## src/rtl/picobus_wishbone_bridge.sv

```systemverilog
`default_nettype none
// ============================================================================
//  Module   : picobus_wishbone_bridge
//  Purpose  : Converts single PicoBus valid/ready transfers into classic
//             Wishbone cycles. Each PicoBus request opens one Wishbone cycle
//             that is closed by a slave ack, a slave error, or a local
//             timeout. The result goes back to the master as a one-clock
//             ready pulse.
//
//  Ports
//    in_clock         : system clock, rising-edge active
//    in_reset         : asynchronous active-low reset
//    in_pico_valid    : PicoBus request valid (held until ready is seen)
//    in_pico_address  : PicoBus byte address [31:0]
//    in_pico_wstrobe  : byte write strobes, 4'b0000 = read
//    in_pico_wdata    : PicoBus write data
//    out_pico_ready   : one-clock transfer-complete pulse
//    out_pico_error   : completion status (error), held until next completion
//    out_pico_rdata   : completion read data, held until next completion
//    out_wb_cyc/stb   : Wishbone cycle / strobe
//    out_wb_we        : Wishbone write enable
//    out_wb_adr       : Wishbone word address [21:0]
//    out_wb_sel       : Wishbone byte selects
//    out_wb_wdat      : Wishbone write data
//    in_wb_ack/err    : slave acknowledge / error
//    in_wb_rdat       : slave read data
//
//  Revision : 1.0 - initial release
// ============================================================================
module picobus_wishbone_bridge #(
   parameter int unsigned TIMEOUT_CYCLES = 255
) (
   input  logic        in_clock,
   input  logic        in_reset,
   input  logic        in_pico_valid,
   input  logic [31:0] in_pico_address,
   input  logic [3:0]  in_pico_wstrobe,
   input  logic [31:0] in_pico_wdata,
   output logic        out_pico_ready,
   output logic        out_pico_error,
   output logic [31:0] out_pico_rdata,
   output logic        out_wb_cyc,
   output logic        out_wb_stb,
   output logic        out_wb_we,
   output logic [21:0] out_wb_adr,
   output logic [3:0]  out_wb_sel,
   output logic [31:0] out_wb_wdat,
   input  logic        in_wb_ack,
   input  logic        in_wb_err,
   input  logic [31:0] in_wb_rdat
);

   // Counter must be able to hold TIMEOUT_CYCLES itself, since the
   // incremented value is compared against it.
   localparam int unsigned CNT_W = (TIMEOUT_CYCLES < 2) ? 1 : $clog2(TIMEOUT_CYCLES + 1);
   localparam logic [CNT_W-1:0] TIMEOUT_LIMIT = CNT_W'(TIMEOUT_CYCLES);
   localparam logic [CNT_W-1:0] CNT_ONE       = CNT_W'(1);

   typedef enum logic [1:0] {
      IDLE    = 2'd0,
      BUSY    = 2'd1,
      RELEASE = 2'd2
   } state_t;

   state_t            state_q, state_d;
   logic              cyc_q,   cyc_d;
   logic              we_q,    we_d;
   logic [21:0]       adr_q,   adr_d;
   logic [3:0]        sel_q,   sel_d;
   logic [31:0]       wdat_q,  wdat_d;
   logic              ready_q, ready_d;
   logic              error_q, error_d;
   logic [31:0]       rdata_q, rdata_d;
   logic [CNT_W-1:0]  cnt_q,   cnt_d;
   logic [CNT_W-1:0]  cnt_inc;
   logic              is_write;

   // Only word-address bits [23:2] reach the Wishbone side.
   logic unused_addr_bits;
   assign unused_addr_bits = ^{in_pico_address[31:24], in_pico_address[1:0]};

   assign is_write = |in_pico_wstrobe;

   // ------------------------------------------------------------------------
   // State / register update
   // ------------------------------------------------------------------------
   always_ff @(posedge in_clock or negedge in_reset) begin
      if (!in_reset) begin
         state_q <= IDLE;
         cyc_q   <= 1'b0;
         we_q    <= 1'b0;
         adr_q   <= '0;
         sel_q   <= '0;
         wdat_q  <= '0;
         ready_q <= 1'b0;
         error_q <= 1'b0;
         rdata_q <= '0;
         cnt_q   <= '0;
      end else begin
         state_q <= state_d;
         cyc_q   <= cyc_d;
         we_q    <= we_d;
         adr_q   <= adr_d;
         sel_q   <= sel_d;
         wdat_q  <= wdat_d;
         ready_q <= ready_d;
         error_q <= error_d;
         rdata_q <= rdata_d;
         cnt_q   <= cnt_d;
      end
   end

   // ------------------------------------------------------------------------
   // Next-state and next-output logic
   // ------------------------------------------------------------------------
   always_comb begin
      state_d = state_q;
      cyc_d   = cyc_q;
      we_d    = we_q;
      adr_d   = adr_q;
      sel_d   = sel_q;
      wdat_d  = wdat_q;
      ready_d = 1'b0;           // ready is only ever a single-clock pulse
      error_d = error_q;        // status and data hold until next completion
      rdata_d = rdata_q;
      cnt_d   = cnt_q;
      cnt_inc = cnt_q + CNT_ONE;

      unique case (state_q)
         IDLE: begin
            if (in_pico_valid) begin
               state_d = BUSY;
               cyc_d   = 1'b1;
               we_d    = is_write;
               adr_d   = in_pico_address[23:2];
               sel_d   = is_write ? in_pico_wstrobe : 4'b1111;
               wdat_d  = in_pico_wdata;
               cnt_d   = '0;
            end
         end

         BUSY: begin
            // Error beats ack; a real slave response on the final allowed
            // clock beats the timeout.
            if (in_wb_err) begin
               state_d = RELEASE;
               cyc_d   = 1'b0;
               ready_d = 1'b1;
               error_d = 1'b1;
               rdata_d = '0;
            end else if (in_wb_ack) begin
               state_d = RELEASE;
               cyc_d   = 1'b0;
               ready_d = 1'b1;
               error_d = 1'b0;
               rdata_d = we_q ? 32'd0 : in_wb_rdat;
            end else if (cnt_inc == TIMEOUT_LIMIT) begin
               state_d = RELEASE;
               cyc_d   = 1'b0;
               ready_d = 1'b1;
               error_d = 1'b1;
               rdata_d = '0;
               cnt_d   = cnt_inc;
            end else begin
               cnt_d   = cnt_inc;
            end
         end

         RELEASE: begin
            // Wait for the master to drop valid so a request held high
            // after ready is not mistaken for a new one.
            if (!in_pico_valid) begin
               state_d = IDLE;
            end
         end

         default: begin
            state_d = IDLE;
            cyc_d   = 1'b0;
         end
      endcase
   end

   // ------------------------------------------------------------------------
   // Outputs come straight from flops
   // ------------------------------------------------------------------------
   assign out_wb_cyc     = cyc_q;
   assign out_wb_stb     = cyc_q;
   assign out_wb_we      = we_q;
   assign out_wb_adr     = adr_q;
   assign out_wb_sel     = sel_q;
   assign out_wb_wdat    = wdat_q;
   assign out_pico_ready = ready_q;
   assign out_pico_error = error_q;
   assign out_pico_rdata = rdata_q;

endmodule
`default_nettype wire

```

## config.mk

```make
export PLATFORM = sky130hd
export DESIGN_NAME = picobus_wishbone_bridge
export DESIGN_NICKNAME = d
export VERILOG_FILES = /design/src/rtl/picobus_wishbone_bridge.sv
export SDC_FILE = /design/constraint.sdc
export NUM_CORES = 1
export LEC_CHECK = 0
export CORE_MARGIN = 2
export CORE_UTILIZATION = 39
export DETAILED_ROUTE_END_ITERATION = 10
export GPL_TIMING_DRIVEN = 0
export PLACE_DENSITY_LB_ADDON = 0.2
export SLEW_MARGIN = 30
export SYNTH_ARGS = -nofsm -noshare
export SYNTH_HDL_FRONTEND = slang
export SYNTH_SLANG_ARGS = --single-unit
```

## constraint.sdc

```tcl
create_clock -name in_clock -period 4.6 [get_ports in_clock]
set_input_delay 0.46 -clock in_clock [delete_from_list [all_inputs] [get_ports in_clock]]
set_output_delay 0.46 -clock in_clock [all_outputs]
set_load 0.01 [all_outputs]
```

# Word-level counts from Yosys, hierarchy flattened
# Cells that the tools add are included.
[op_classes]
eq_ne = 8
bitwise_logic = 1
addsub = 1
reduce_logical = 9
n_mux = 27
[op_table]
columns = ["op", "count"]
rows = [
  ["$mux 32", 4],
  ["$mux 8", 3],
  ["$pmux 8 s2", 1],
  ["$mux 1", 11],
  ["$mux 2", 5],
  ["$add 8x1->8 const B", 1],
  ["$eq 8x8->1 const B", 1],
  ["$ne 2x2->1 const B", 4],
  ["$pmux 2 s3", 1],
  ["$reduce_and 3->1", 2],
  ["$mux 4", 1],
  ["$ne 4x4->1 const B", 1],
  ["$reduce_and 2->1", 2],
  ["$reduce_and 4->1", 1],
  ["$reduce_or 4->1", 1],
  ["$pmux 1 s3", 1],
  ["$reduce_bool 3->1", 1],
  ["$eq 2x1->1 const B", 1],
  ["$eq 2x2->1 const B", 1],
  ["$logic_not 2->1", 1],
  ["$reduce_bool 2->1", 1],
  ["$not 1->1", 1],
]
[word_totals]
out_inout_bits = 95
input_bits = 105
regBits = 104

# Longest topological paths before layout
# Gate-level depths: netlist of run 1.
[logic_depth]
ltp_word = 6
depth_mapped = 7

# Worst setup path before layout of run 1
# Ideal clock, no wire load.
[synth_path]
kind = "reg2reg"
start = "reg cnt_q[0]"
end = "reg rdata_q[10], in the netlist out_pico_rdata[10]"
required_ns = 4.479
path_stages_with_launch = 8
arrival_ns = 1.968
setup_slack_ns = 2.511
synth_period_minus_slack_ns = 2.089
n_path_buf = 1
cell_sequence = "dfrtp_1 > ha_1 > nand3_2 > or3_4 > a2111oi_4 > o31ai_4 > buf_6 > a22o_1"
[synth_between]
elab_chain_len = 4
[synth_lines]
columns = ["element", "line", "text"]
rows = [
  ["start: declaration", "74", "logic [CNT_W-1:0] cnt_q, cnt_d;"],
  ["start signal: assignment", "109", "cnt_q <= cnt_d;"],
  ["$add 8x1->8", "127", "cnt_inc = cnt_q + CNT_ONE;"],
  ["$eq 8x8->1", "157", "end else if (cnt_inc == TIMEOUT_LIMIT) begin"],
  ["$reduce_bool 3->1 (no line)", "n/a", ""],
  ["$reduce_and 2->1 (no line)", "n/a", ""],
  ["end signal: assignment", "108", "rdata_q <= rdata_d;"],
  ["end: declaration", "73", "logic [31:0] rdata_q, rdata_d;"],
]
# No other way between the ends.
# A chain may end at the register's enable or synchronous reset.

# Final worst setup path of run 1
[layout_path]
start = "in in_pico_valid"
end = "reg sel_q[2], in the netlist out_wb_sel[2]"
[layout_between]
elab_chain_len = 1
[layout_lines]
columns = ["element", "line", "text"]
rows = [
  ["start: declaration", "35", "input logic in_pico_valid,"],
  ["$reduce_and 2->1 (no line)", "n/a", ""],
  ["end signal: assignment", "104", "sel_q <= sel_d;"],
  ["end: declaration", "69", "logic [3:0] sel_q, sel_d;"],
]
# No other way between the ends.

==> results.md, run 1 <==
| Metric | This run | Unit |
|---|---|---|
| Status | completed | - |
| Highest ir drop seen on vdd | 0.000310 | V |
| Netlist area before placement | 4040 | µm² |
| Routed WL per cell | 15.7 | µm |
| Power density over cell area | 533 | nW/µm² |
| Weighted congestion reported at the end of routability-driven placement | 0.749 | - |
| Fraction of power consumed by sequential logic | 0.414 | - |
| Count of different cell masters after synthesis | 31 | - |
| Biggest fanout along the worst timing path | 10 | - |
| Crit path capture type | flip-flop | - |
| Number of warnings issued by yosys | 0 | - |
| Max-capacitance violation count | 0 | - |
| TNS Setup | 0 | ns |
| Total grt overflow | 0 | - |
| Area of the placeable core | 10200 | µm² |
| Number of DRC violations after detailed routing | 0 | - |
| Die Span Y | 106 | µm |
| Post-Synthesis Net Count | 391 | - |
| Number of filler instances in the final layout | 832 | - |
| Count of nets after finishing | 592 | - |
| Clock period minus final worst setup slack | 2.36 | ns |
| Number of clock sinks | 104 | - |
| Start-to-end type of the worst setup path | primary input to flip-flop | - |
| CTS tree | built | - |
| Vias in the first global route | 3185 | - |
| Type of the tightest min-delay check | primary input to async pin | - |
| Share of cells above drive strength 1 | 0.165 | - |
| Synthesized area per cell | 14.2 | µm² |
| FP Rows | 37 | - |
| Drt first-iter violations | 140 | - |
| Cell-internal power | 2.32 | mW |
| Max_slew headroom | 0.467 | - |
| Post-CTS Hold Buffers | 0 | - |
| Overall die area | 11200 | µm² |
| Top Ports | 200 | - |
| Antenna violations before repair | 0 | - |
| Net Sw Frac | 0.310 | - |
| Prevailing post-synth register cell | sky130_fd_sc_hd__dfrtp_1 | - |
| DR vias/cell | 4.88 | - |
| Area taken by flip-flops and latches | 2600 | µm² |
| Clock network fraction of total power | 0.161 | - |
| Post-route clock period utilization | 0.513 | - |
| Number of buffers added on ports | 189 | - |
| Quantity of gates resized following cts | 0 | - |
| Pin count of the biggest net entering global routing | 63 | - |
| Biggest area contributors in the synthesized netlist | sky130_fd_sc_hd__dfrtp_1 (64%), sky130_fd_sc_hd__mux2_2 (15%), sky130_fd_sc_hd__a22o_1 (6.9%), sky130_fd_sc_hd__nor2_1 (1.3%), sky130_fd_sc_hd__o21ai_0 (1.2%) | - |
| Total routed wirelength | 9.80 | mm |
| Hold Vio Cnt, Final | 0 | - |
| Area added between synthesis and finish | 56.2 | % |
| CTS Root Buffer Type | sky130_fd_sc_hd__clkbuf_8 | - |
| Source-to-sink clock delay at the later pin of the worst-skew pair | 0.35 | ns |
| Pleak | 2.63 | nW |
| Maximum clock path buffer count | 2 | - |
| Crit start category | primary input | - |
| Number of synthesized flops with an enable pin | 0 | - |
| Combined area of the multi-input logic cells | 1340 | µm² |
| Arrival time at the worst endpoint | 2.63 | ns |
| Setup-violating endpoint count in the final report | 0 | - |
| Detailed-placement wirelength estimate | 7.43 | mm |
| Overall global routing resource usage | 0.180 | - |
| Effective utilization at floorplan | 0.397 | - |
| Total via count in the routed design | 3052 | - |
| Async S/R FF share, synth | 1.00 | - |
| Share of the yosys chip area belonging to registers | 0.644 | - |
| Post-route insts no fill | 626 | - |
| Instance count after placement with tap cells included | 610 | - |
| Net switching power of the design | 1.04 | mW |
| # diodes | 0 | - |
| Setup Skew | 0.0118 | ns |
| Worst Max-Slew Pin Slew | 0.797 | ns |
| Synthesis-stage register bit count | 104 | - |
| Number of CTS-inserted buffers | 9 | - |
| Share of power burned in combinational logic | 0.425 | - |
| Peak clock frequency supported by timing | 424 | MHz |
| Library cell with the largest summed area after synthesis | sky130_fd_sc_hd__dfrtp_1 | - |
| Number of post-CTS setup repair buffers | 0 | - |
| First-pass GRT wire length | 15.9 | mm |
| First-pass DRT Iterations | 4 | - |
| Post-Synthesis Cells | 284 | - |
| Clk pin slew, worst setup/hold paths | 0.10 | ns |
| Post-route ant nets | 0 | - |
| Data required time at the worst endpoint | 4.87 | ns |
| Floorplan die width | 106 | µm |
| RSZ-0062 raised after global routing | no | - |
| Final max-slew violation count | 0 | - |
| Area share of the largest cell type after synthesis | 0.644 | - |
| Number of H-tree levels | 3 | - |
==> power groups by stage <==
stage	logic, mW	clock network, mW	registers (mW)
after detailed placement	1.45	0	1.41
after global placement	1.43	0	1.40
final	1.43	0.543	1.39
after global routing	1.54	0.604	1.44
after floorplan	0.480	0	1.54
after CTS	1.46	0.570	1.40
==> cells in the final DEF, fill, tap and decap left out, types with 2 or more instances in the layout <==
cell,instances
sky130_fd_sc_hd__mux2_2,54
sky130_fd_sc_hd__a22o_1,32
sky130_fd_sc_hd__o31ai_1,3
sky130_fd_sc_hd__nor3_1,6
sky130_fd_sc_hd__clkbuf_1,11
sky130_fd_sc_hd__ha_1,2
sky130_fd_sc_hd__nand3_1,3
sky130_fd_sc_hd__nand2_1,7
sky130_fd_sc_hd__dfrtp_1,104
sky130_fd_sc_hd__o21ai_0,10
sky130_fd_sc_hd__buf_6,4
sky130_fd_sc_hd__nor2b_1,3
sky130_fd_sc_hd__inv_1,4
sky130_fd_sc_hd__nor2_1,14
sky130_fd_sc_hd__and3_1,2
sky130_fd_sc_hd__nand2b_1,2
sky130_fd_sc_hd__xnor2_1,2
sky130_fd_sc_hd__clkdlybuf4s50_1,188
sky130_fd_sc_hd__clkbuf_8,10
sky130_fd_sc_hd__a21oi_1,9
sky130_fd_sc_hd__inv_6,3
==> Yosys cell counts, types with 2 or more instances <==
cell                       number
sky130_fd_sc_hd__dfrtp_1      104
sky130_fd_sc_hd__mux2_2        54
sky130_fd_sc_hd__a22o_1        32
sky130_fd_sc_hd__nor2_1        14
sky130_fd_sc_hd__clkbuf_1      11
sky130_fd_sc_hd__o21ai_0       10
sky130_fd_sc_hd__a21oi_1        9
sky130_fd_sc_hd__nand2_1        7
sky130_fd_sc_hd__nor3_1         6
sky130_fd_sc_hd__inv_1          4
sky130_fd_sc_hd__buf_6          3
sky130_fd_sc_hd__nand3_1        3
sky130_fd_sc_hd__nor2b_1        3
sky130_fd_sc_hd__o31ai_1        3
sky130_fd_sc_hd__and3_1         2
sky130_fd_sc_hd__ha_1           2
sky130_fd_sc_hd__nand2b_1       2
sky130_fd_sc_hd__xnor2_1        2
==> state kept, by name, indices dropped and copies added (netlist names) <==
name / cells
cnt_q: 8
out_pico_error: 1
out_pico_rdata: 32
out_pico_ready: 1
out_wb_adr: 22
out_wb_cyc: 1
out_wb_sel: 4
out_wb_wdat: 32
out_wb_we: 1
state_q: 2
==> area by class of cell <==
cell class | count | area share
inverters | 4 | 0.00238
flip-flops and latches | 104 | 0.412
clock inverters | 6 | 0.00793
well taps | 136 | 0.0269
multi-input cells | 160 | 0.212
plain buffers | 16 | 0.0139
repair buffers | 190 | 0.303
clock buffers | 10 | 0.0218
==> cell families (layout without fill, tap and decap cells) <==
family          count (synthesis)  after routing  synth area share
compound gates                 59             59             0.116
xor+xnor                        2              2           0.00433
fa+ha+maj                       2              2           0.00619
buf+inv                        20            226            0.0254
flops                         104            104             0.644
mux                            55             55             0.153
simple gates                   42             42            0.0517
==> stage by stage <==
| stage | area, µm² | utilization | worst slack [ns] | power (mW) | hold WS, ns |
|---|---|---|---|---|---|
| 4_1_cts | 6310 | 0.620 | 2.17 | 3.43 | 0.0877 |
| 6_report | 6310 | 0.620 | 2.24 | 3.37 | 0.0669 |
| 5_1_grt | 6310 | 0.620 | 1.94 | 3.58 | 0.102 |
| 3_3_place_gp | 6110 | 0.600 | -0.883 | 2.82 | 0.471 |
| 2_1_floorplan | 4040 | - | 2.51 | 2.02 | 0.164 |
| 3_5_place_dp | 6130 | 0.602 | 1.79 | 2.86 | 0.482 |
==> worst paths after layout <==
check | startpoint | endpoint | slack (ns) | depth (start not counted)
worst max-delay path | in_pico_valid | out_wb_sel[2]$_DFFE_PN0P_ | 2.24 | 6
worst min-delay path | in_reset | out_pico_rdata[8]$_DFFE_PN0P_ | 0.07 | 1
worst max register to register | cnt_q[0]$_DFFE_PN0P_ | out_pico_rdata[28]$_DFFE_PN0P_ | 2.30 | 7
worst min register to register | cnt_q[7]$_DFFE_PN0P_ | cnt_q[7]$_DFFE_PN0P_ | 0.51 | 1
max in group asynchronous | in_reset | out_wb_cyc$_DFFE_PN0P_ | 3.89 | 2
min in group in_clock | cnt_q[7]$_DFFE_PN0P_ | cnt_q[7]$_DFFE_PN0P_ | 0.51 | 1
==> critical path: stages <==
cell and delay (ns):
sky130_fd_sc_hd__clkdlybuf4s50_1 0.47, sky130_fd_sc_hd__nor3b_1 0.66, sky130_fd_sc_hd__clkbuf_1 0.45, sky130_fd_sc_hd__clkbuf_1 0.36, sky130_fd_sc_hd__nor2_1 0.07, sky130_fd_sc_hd__a21oi_1 0.13
==> layer usage <==
metal / wire length (µm) / up-vias / global-route usage
li1: - / 1429 / -
met1: 3930 / 1510 / 0.218
met2: 4990 / 103 / 0.299
met3: 733 / 10 / 0.0631
met4: 148 / 0 / 0.0639
met5: 0 / - / 0
(Power assumes the default switching activity.)
==> run 2, diff against run 1 <==
clock period = 2.4 ns   (was 4.6 ns; I/O delays follow)
==> run 2 against run 1 <==
Effect of this change:
- sequential cell count did not move
- worst hold slack improved by 0.37 ns
- core utilization rose by 0.15 points
- via count rose by 0.13%
- first-iteration DRC count fell by 16%
==> results.md, run 2 (synthesis results as in run 1) <==
| Metric | This run | Unit |
|---|---|---|
| Number of DRC violations after detailed routing | 0 | - |
| Net Sw Frac | 0.310 | - |
| Vias in the first global route | 3195 | - |
| Floorplan die width | 106 | µm |
| Cell-internal power | 4.45 | mW |
| Fraction of power consumed by sequential logic | 0.414 | - |
| Pre-CTS setup slack | -0.185 | ns |
| Pleak | 2.63 | nW |
| Buffers plus inverters on the worst setup path | 1 | - |
| Pin count of the biggest net entering global routing | 63 | - |
| Number of clock sinks | 104 | - |
| Post-route clock period utilization | 0.934 | - |
| CTS Root Buffer Type | sky130_fd_sc_hd__clkbuf_8 | - |
| FP Rows | 37 | - |
| First-pass DRT Iterations | 4 | - |
| Arrival time at the worst endpoint | 2.47 | ns |
| Maximum clock path buffer count | 2 | - |
| Share of power burned in combinational logic | 0.425 | - |
| Slowest Stage Delay on Critical Path | 0.44 | ns |
| Leading cell types in the layout, fill and taps excluded | sky130_fd_sc_hd__clkdlybuf4s50_1 (188), sky130_fd_sc_hd__dfrtp_1 (104), sky130_fd_sc_hd__mux2_2 (54) | - |
| Hold Vio Cnt, Final | 0 | - |
| Setup-violating endpoint count in the final report | 0 | - |
| Clk pin slew, worst setup/hold paths | 0.10 | ns |
| Crit path capture type | flip-flop | - |
| Antenna violations before repair | 0 | - |
| Max stage delay cell, worst path | sky130_fd_sc_hd__a2111oi_4 | - |
| Total power of the final layout | 6.46 | mW |
| Number of post-CTS setup repair buffers | 0 | - |
| Die Span Y | 106 | µm |
| Max-capacitance violation count | 0 | - |
| Worst Max-Slew Pin Slew | 0.584 | ns |
| Total routed wirelength | 9.87 | mm |
| First-pass GRT wire length | 16.0 | mm |
| Number of H-tree levels | 3 | - |
| # diodes | 0 | - |
| Clock period minus final worst setup slack | 2.24 | ns |
| Worst-path cell chain | ha_1 > nand3_2 > or3_4 > a2111oi_4 > o31ai_4 > buf_6 > a22o_1 | - |
| Setup Skew | 0.0109 | ns |
| Area added between synthesis and finish | 56.5 | % |
| Number of buffers added on ports | 189 | - |
| Top Ports | 200 | - |
| Kind of cell adding the most delay to the critical path | compound AO/OA/AOI/OAI gates | - |
| Total grt overflow | 0 | - |
| Instance count after placement with tap cells included | 610 | - |
| Net switching power of the design | 2.00 | mW |
| Peak clock frequency supported by timing | 446 | MHz |
| Area of the placeable core | 10200 | µm² |
| Power density over cell area | 1020 | nW/µm² |
| Routed WL per cell | 15.7 | µm |
| Data required time at the worst endpoint | 2.63 | ns |
| Commonest non-fill, non-tap cell in the layout | sky130_fd_sc_hd__clkdlybuf4s50_1 | - |
| Count of nets after finishing | 593 | - |
| Overall die area | 11200 | µm² |
| Number of CTS-inserted buffers | 9 | - |
| Highest ir drop seen on vdd | 0.000594 | V |
| Final max-slew violation count | 0 | - |
| Post-route ant nets | 0 | - |
| Overall global routing resource usage | 0.181 | - |
| Status | completed | - |
| RSZ-0062 raised after global routing | no | - |
| Final setup margin | 0.159 | ns |
| Biggest fanout along the worst timing path | 10 | - |
| Max_slew headroom | 0.608 | - |
| Post-route insts no fill | 627 | - |
| Start-to-end type of the worst setup path | flip-flop to flip-flop | - |
| CTS tree | built | - |
| Weighted congestion reported at the end of routability-driven placement | 0.749 | - |
| Source-to-sink clock delay at the later pin of the worst-skew pair | 0.35 | ns |
| Total via count in the routed design | 3056 | - |
| DR vias/cell | 4.87 | - |
| Type of the tightest min-delay check | primary input to async pin | - |
| Effective utilization at floorplan | 0.397 | - |
| Clock network fraction of total power | 0.161 | - |
| Crit start category | flip-flop | - |
| Detailed-placement wirelength estimate | 7.43 | mm |
| Drt first-iter violations | 117 | - |
| Share of cells above drive strength 1 | 0.167 | - |
==> run 2: cell types whose count changed in the layout (fill, tap and decap cells not counted) <==
| cell | before | now |
|---|---|---|
| sky130_fd_sc_hd__nor3b_1 | 1 | 0 |
| sky130_fd_sc_hd__dlygate4sd3_1 | 0 | 1 |
| sky130_fd_sc_hd__nor3b_2 | 0 | 1 |
==> run 2: per-layer routing <==
metal  vias to the layer above  GRT usage  routed length, µm
met5                         -          0                  0
met4                         0     0.0639                156
met3                        10     0.0631                723
met2                       102      0.301               5040
met1                      1517      0.218               3950
li1                       1427          -                  -
==> run 2: worst reg2reg max path: stages, from the launching register on <==
cell	delay, ns
sky130_fd_sc_hd__dfrtp_1	0.41
sky130_fd_sc_hd__ha_1	0.23
sky130_fd_sc_hd__nand3_2	0.11
sky130_fd_sc_hd__or3_4	0.36
sky130_fd_sc_hd__a2111oi_4	0.44
sky130_fd_sc_hd__o31ai_4	0.16
sky130_fd_sc_hd__buf_6	0.17
sky130_fd_sc_hd__a22o_1	0.24
==> run 2: final timing paths <==
path                                      startpoint                              to  slack (ns)  cells past startpoint
worst max-delay path            cnt_q[0]$_DFFE_PN0P_  out_pico_rdata[28]$_DFFE_PN0P_        0.16                      7
worst min-delay path                        in_reset   out_pico_rdata[8]$_DFFE_PN0P_        0.44                      2
worst max register to register  cnt_q[0]$_DFFE_PN0P_  out_pico_rdata[28]$_DFFE_PN0P_        0.16                      7
worst min register to register  cnt_q[7]$_DFFE_PN0P_            cnt_q[7]$_DFFE_PN0P_        0.51                      1
max in group asynchronous                   in_reset       out_wb_sel[3]$_DFFE_PN0P_        1.32                      3
min in group in_clock                 in_wb_rdat[10]  out_pico_rdata[10]$_DFFE_PN0P_        0.48                      2
==> run 2: layout make-up <==
type | instances | area, µm²
Buffer | 16 | 87.6
Clock buffer | 10 | 138
Sequential cell | 104 | 2600
Tap cell | 136 | 170
Timing Repair Buffer | 191 | 1920
Clock inverter | 6 | 50.0
Fill cell | 831 | 3850
Inverter | 4 | 15.0
Multi-Input combinational cell | 160 | 1340
==> run 2: what timing repair did <==
item	4_1_cts	5_1_grt
hold buffers	1	0
setup endpoints to repair	0	36
gates resized for setup	0	1
endpoints found under the hold margin	61	0
==> run 2: power groups by stage <==
stage	logic, mW	registers [mW]	clock network, mW
CTS	2.80	2.68	1.09
detailed placement	2.77	2.71	0
global route	2.95	2.76	1.16
floorplan	0.920	2.95	0
global placement	2.74	2.68	0
finish	2.74	2.67	1.04
==> run 2: metrics by stage <==
step / TNS [ns] / instance area (µm²) / hold WS [ns] / util
detailed placement: -5.47 / 6130 / 0.262 / 0.602
finish: 0 / 6330 / 0.439 / 0.621
global placement: -302.58 / 6110 / 0.471 / 0.600
global route: 0 / 6330 / 0.461 / 0.621
floorplan: 0 / 4040 / -0.0556 / -
CTS: 0 / 6320 / 0.435 / 0.621
==> run 3, diff against run 2 <==
ABC_AREA = 1   (was unset)
SLEW_MARGIN = unset   (was 30)
==> run 3 against run 2 <==
Effect of this change:
- first-iteration DRC count up 130%
- critical path depth is 4 higher
- power increased by 17%
- sequential power up 6%
- largest cell class unchanged
- critical endpoint unchanged
- final cell count is 42% higher
- die area is 9.4% higher
==> results.md, run 3 <==
| Metric | This run | Unit |
|---|---|---|
| Library cell with the largest summed area after synthesis | sky130_fd_sc_hd__dfrtp_1 | - |
| Status | completed | - |
| CTS tree | built | - |
| Synthesized area per cell | 8.19 | µm² |
| Crit start category | flip-flop | - |
| Drt first-iter violations | 264 | - |
| # diodes | 0 | - |
| TNS Setup | 0 | ns |
| Fraction of power consumed by sequential logic | 0.375 | - |
| Net Sw Frac | 0.346 | - |
| Max_slew headroom | 0.685 | - |
| Pin count of the biggest net entering global routing | 71 | - |
| Netlist area before placement | 4440 | µm² |
| RSZ-0062 raised after global routing | no | - |
| Routed WL per cell | 13.9 | µm |
| Number of synthesized flops with an enable pin | 0 | - |
| Count of different cell masters after synthesis | 25 | - |
| Setup crit start | cnt_q[0]$_DFFE_PN0P_ | - |
| Peak clock frequency supported by timing | 504 | MHz |
| Power density over cell area | 1100 | nW/µm² |
| Post-route insts no fill | 888 | - |
| Area share of the largest cell type after synthesis | 0.586 | - |
| Total routed wirelength | 12.3 | mm |
| Arrival time at the worst endpoint | 2.22 | ns |
| Die Span Y | 111 | µm |
| Quantity of gates resized following cts | 0 | - |
| Share of cells above drive strength 1 | 0.0428 | - |
| Weighted congestion reported at the end of routability-driven placement | 0.755 | - |
| Async S/R FF share, synth | 1.00 | - |
| Logic depth of the worst register-to-register path | 11 | - |
| Post-Synthesis Net Count | 649 | - |
| Hold Vio Cnt, Final | 0 | - |
| Crit path capture type | flip-flop | - |
| First-pass GRT wire length | 20.6 | mm |
| Type of the tightest min-delay check | primary input to async pin | - |
| Top-count cell post-synth | sky130_fd_sc_hd__nand2_1 | - |
| Min Hold Slack | 0.398 | ns |
| Net switching power of the design | 2.61 | mW |
| Worst r2r src | cnt_q[0]$_DFFE_PN0P_ | - |
| Post-Synthesis Cells | 542 | - |
| Effective utilization at floorplan | 0.404 | - |
| Share of the yosys chip area belonging to registers | 0.586 | - |
| Leading cell types in the layout, fill and taps excluded | sky130_fd_sc_hd__nand2_1 (257), sky130_fd_sc_hd__clkdlybuf4s50_1 (188), sky130_fd_sc_hd__dfrtp_1 (104) | - |
| Highest ir drop seen on vdd | 0.000560 | V |
| Start-to-end type of the worst setup path | flip-flop to flip-flop | - |
| Number of H-tree levels | 3 | - |
| First-pass DRT Iterations | 4 | - |
| Synthesis-stage register bit count | 104 | - |
| Clock period minus final worst setup slack | 1.99 | ns |
| Clk pin slew, worst setup/hold paths | 0.07 | ns |
| Area added between synthesis and finish | 53.9 | % |
| Commonest non-fill, non-tap cell in the layout | sky130_fd_sc_hd__nand2_1 | - |
| Area of the placeable core | 11000 | µm² |
| Overall global routing resource usage | 0.206 | - |
| Floorplan die width | 111 | µm |
| Maximum clock path buffer count | 2 | - |
| Cell-internal power | 4.94 | mW |
| Most frequent cells after synthesis | sky130_fd_sc_hd__nand2_1 (257), sky130_fd_sc_hd__dfrtp_1 (104), sky130_fd_sc_hd__inv_1 (45) | - |
| Overall die area | 12200 | µm² |
| Biggest fanout along the worst timing path | 10 | - |
| Source-to-sink clock delay at the later pin of the worst-skew pair | 0.34 | ns |
| Max-capacitance violation count | 0 | - |
| Instance count after placement with tap cells included | 872 | - |
| Number of warnings issued by yosys | 0 | - |
| Biggest area contributors in the synthesized netlist | sky130_fd_sc_hd__dfrtp_1 (59%), sky130_fd_sc_hd__nand2_1 (22%), sky130_fd_sc_hd__nand3_1 (4.5%), sky130_fd_sc_hd__inv_1 (3.8%), sky130_fd_sc_hd__nor2_1 (3.6%) | - |
| DR vias/cell | 4.72 | - |
| Vias in the first global route | 4284 | - |
| Count of nets after finishing | 851 | - |
| Post-route clock period utilization | 0.827 | - |
| Final max-slew violation count | 0 | - |
| Slack of the worst reg-to-reg path | 0.41 | ns |
| Number of DRC violations after detailed routing | 0 | - |
| Share of power burned in combinational logic | 0.431 | - |
| FP Rows | 38 | - |
| Setup-violating endpoint count in the final report | 0 | - |
| Prevailing post-synth register cell | sky130_fd_sc_hd__dfrtp_1 | - |
| Clock network fraction of total power | 0.194 | - |
| Post-route ant nets | 0 | - |
| Number of CTS-inserted buffers | 9 | - |
| Reg-to-reg critical path endpoint | out_pico_rdata[28]$_DFFE_PN0P_ | - |
| Number of buffers added on ports | 189 | - |
| Core Util, Final | 0.622 | - |
| Antenna violations before repair | 0 | - |
| Total via count in the routed design | 4187 | - |
| Number of clock sinks | 104 | - |
| Worst Max-Slew Pin Slew | 0.472 | ns |
| Data required time at the worst endpoint | 2.63 | ns |
| Detailed-placement wirelength estimate | 9.15 | mm |
| Top Ports | 200 | - |
| Pleak | 3.45 | nW |
| CTS Root Buffer Type | sky130_fd_sc_hd__clkbuf_16 | - |
| Setup Skew | 0.00684 | ns |
| Total grt overflow | 0 | - |
## run 3: critical path: stages, from the launching register on
cell                       delay [ns]
sky130_fd_sc_hd__dfrtp_1         0.50
sky130_fd_sc_hd__ha_1            0.24
sky130_fd_sc_hd__inv_1           0.05
sky130_fd_sc_hd__nand2_1         0.09
sky130_fd_sc_hd__nand3b_1        0.12
sky130_fd_sc_hd__nor2_1          0.15
sky130_fd_sc_hd__nand4_2         0.18
sky130_fd_sc_hd__nand2_4         0.16
sky130_fd_sc_hd__nand2_4         0.10
sky130_fd_sc_hd__buf_6           0.17
sky130_fd_sc_hd__nand2_1         0.06
sky130_fd_sc_hd__nand2_1         0.06
## run 3: how the worst max path moves through the flow
stage / end / cells after the start
3_3_place_gp: out_wb_wdat[30]$_DFFE_PN0P_ / 1
4_1_cts: out_pico_rdata[28]$_DFFE_PN0P_ / 11
6_report: out_pico_rdata[28]$_DFFE_PN0P_ / 11
2_1_floorplan: out_pico_rdata[10]$_DFFE_PN0P_ / 11
5_1_grt: out_pico_rdata[27]$_DFFE_PN0P_ / 11
3_5_place_dp: out_wb_wdat[7]$_DFFE_PN0P_ / 7
## run 3: repair_timing
item,CTS,global route
setup buffers,0,0
endpoints found under the hold margin,34,0
hold buffers,1,0
## run 3: final cells by class
cell class,count,area (µm²)
multi-input cells,365,1520
fillers,981,4150
plain buffers,25,134
clock buffers,12,246
well taps,140,175
clock inverters,3,42.5
flip-flops and latches,104,2600
repair buffers,191,1930
inverters,48,180
## run 3: per-stage QoR
stage	cell area (µm²)	setup WS [ns]	power, mW
floorplan	4440	0.759	4.21
global placement	6500	-2.86	6.05
detailed placement	6530	0.404	6.14
CTS	6830	0.428	7.63
global route	6830	0.286	8.06
finish	6830	0.414	7.54
## run 3: cell families after synthesis
family	synth area share
AND/OR/NAND/NOR	0.316
buffers and inverters	0.0708
flip-flops	0.586
adder cells (fa/ha/maj)	0.00564
AO/OA/AOI/OAI	0.0214
## run 3: power groups by stage
stage / Clock [mW] / Combinational (mW) / Sequential, mW
after detailed placement: 0 / 3.29 / 2.85
after CTS: 1.49 / 3.30 / 2.83
after floorplan: 0 / 1.09 / 3.13
after global routing: 1.57 / 3.56 / 2.92
after global placement: 0 / 3.22 / 2.83
final: 1.46 / 3.25 / 2.83
## run 3: layer usage
metal / GRT usage / vias to the layer above / part of all wire
met5: 0 / - / 0
met4: 0.0692 / 0 / 0.018
met3: 0.0858 / 17 / 0.10
met2: 0.339 / 172 / 0.47
met1: 0.244 / 1956 / 0.41
li1: - / 2042 / -
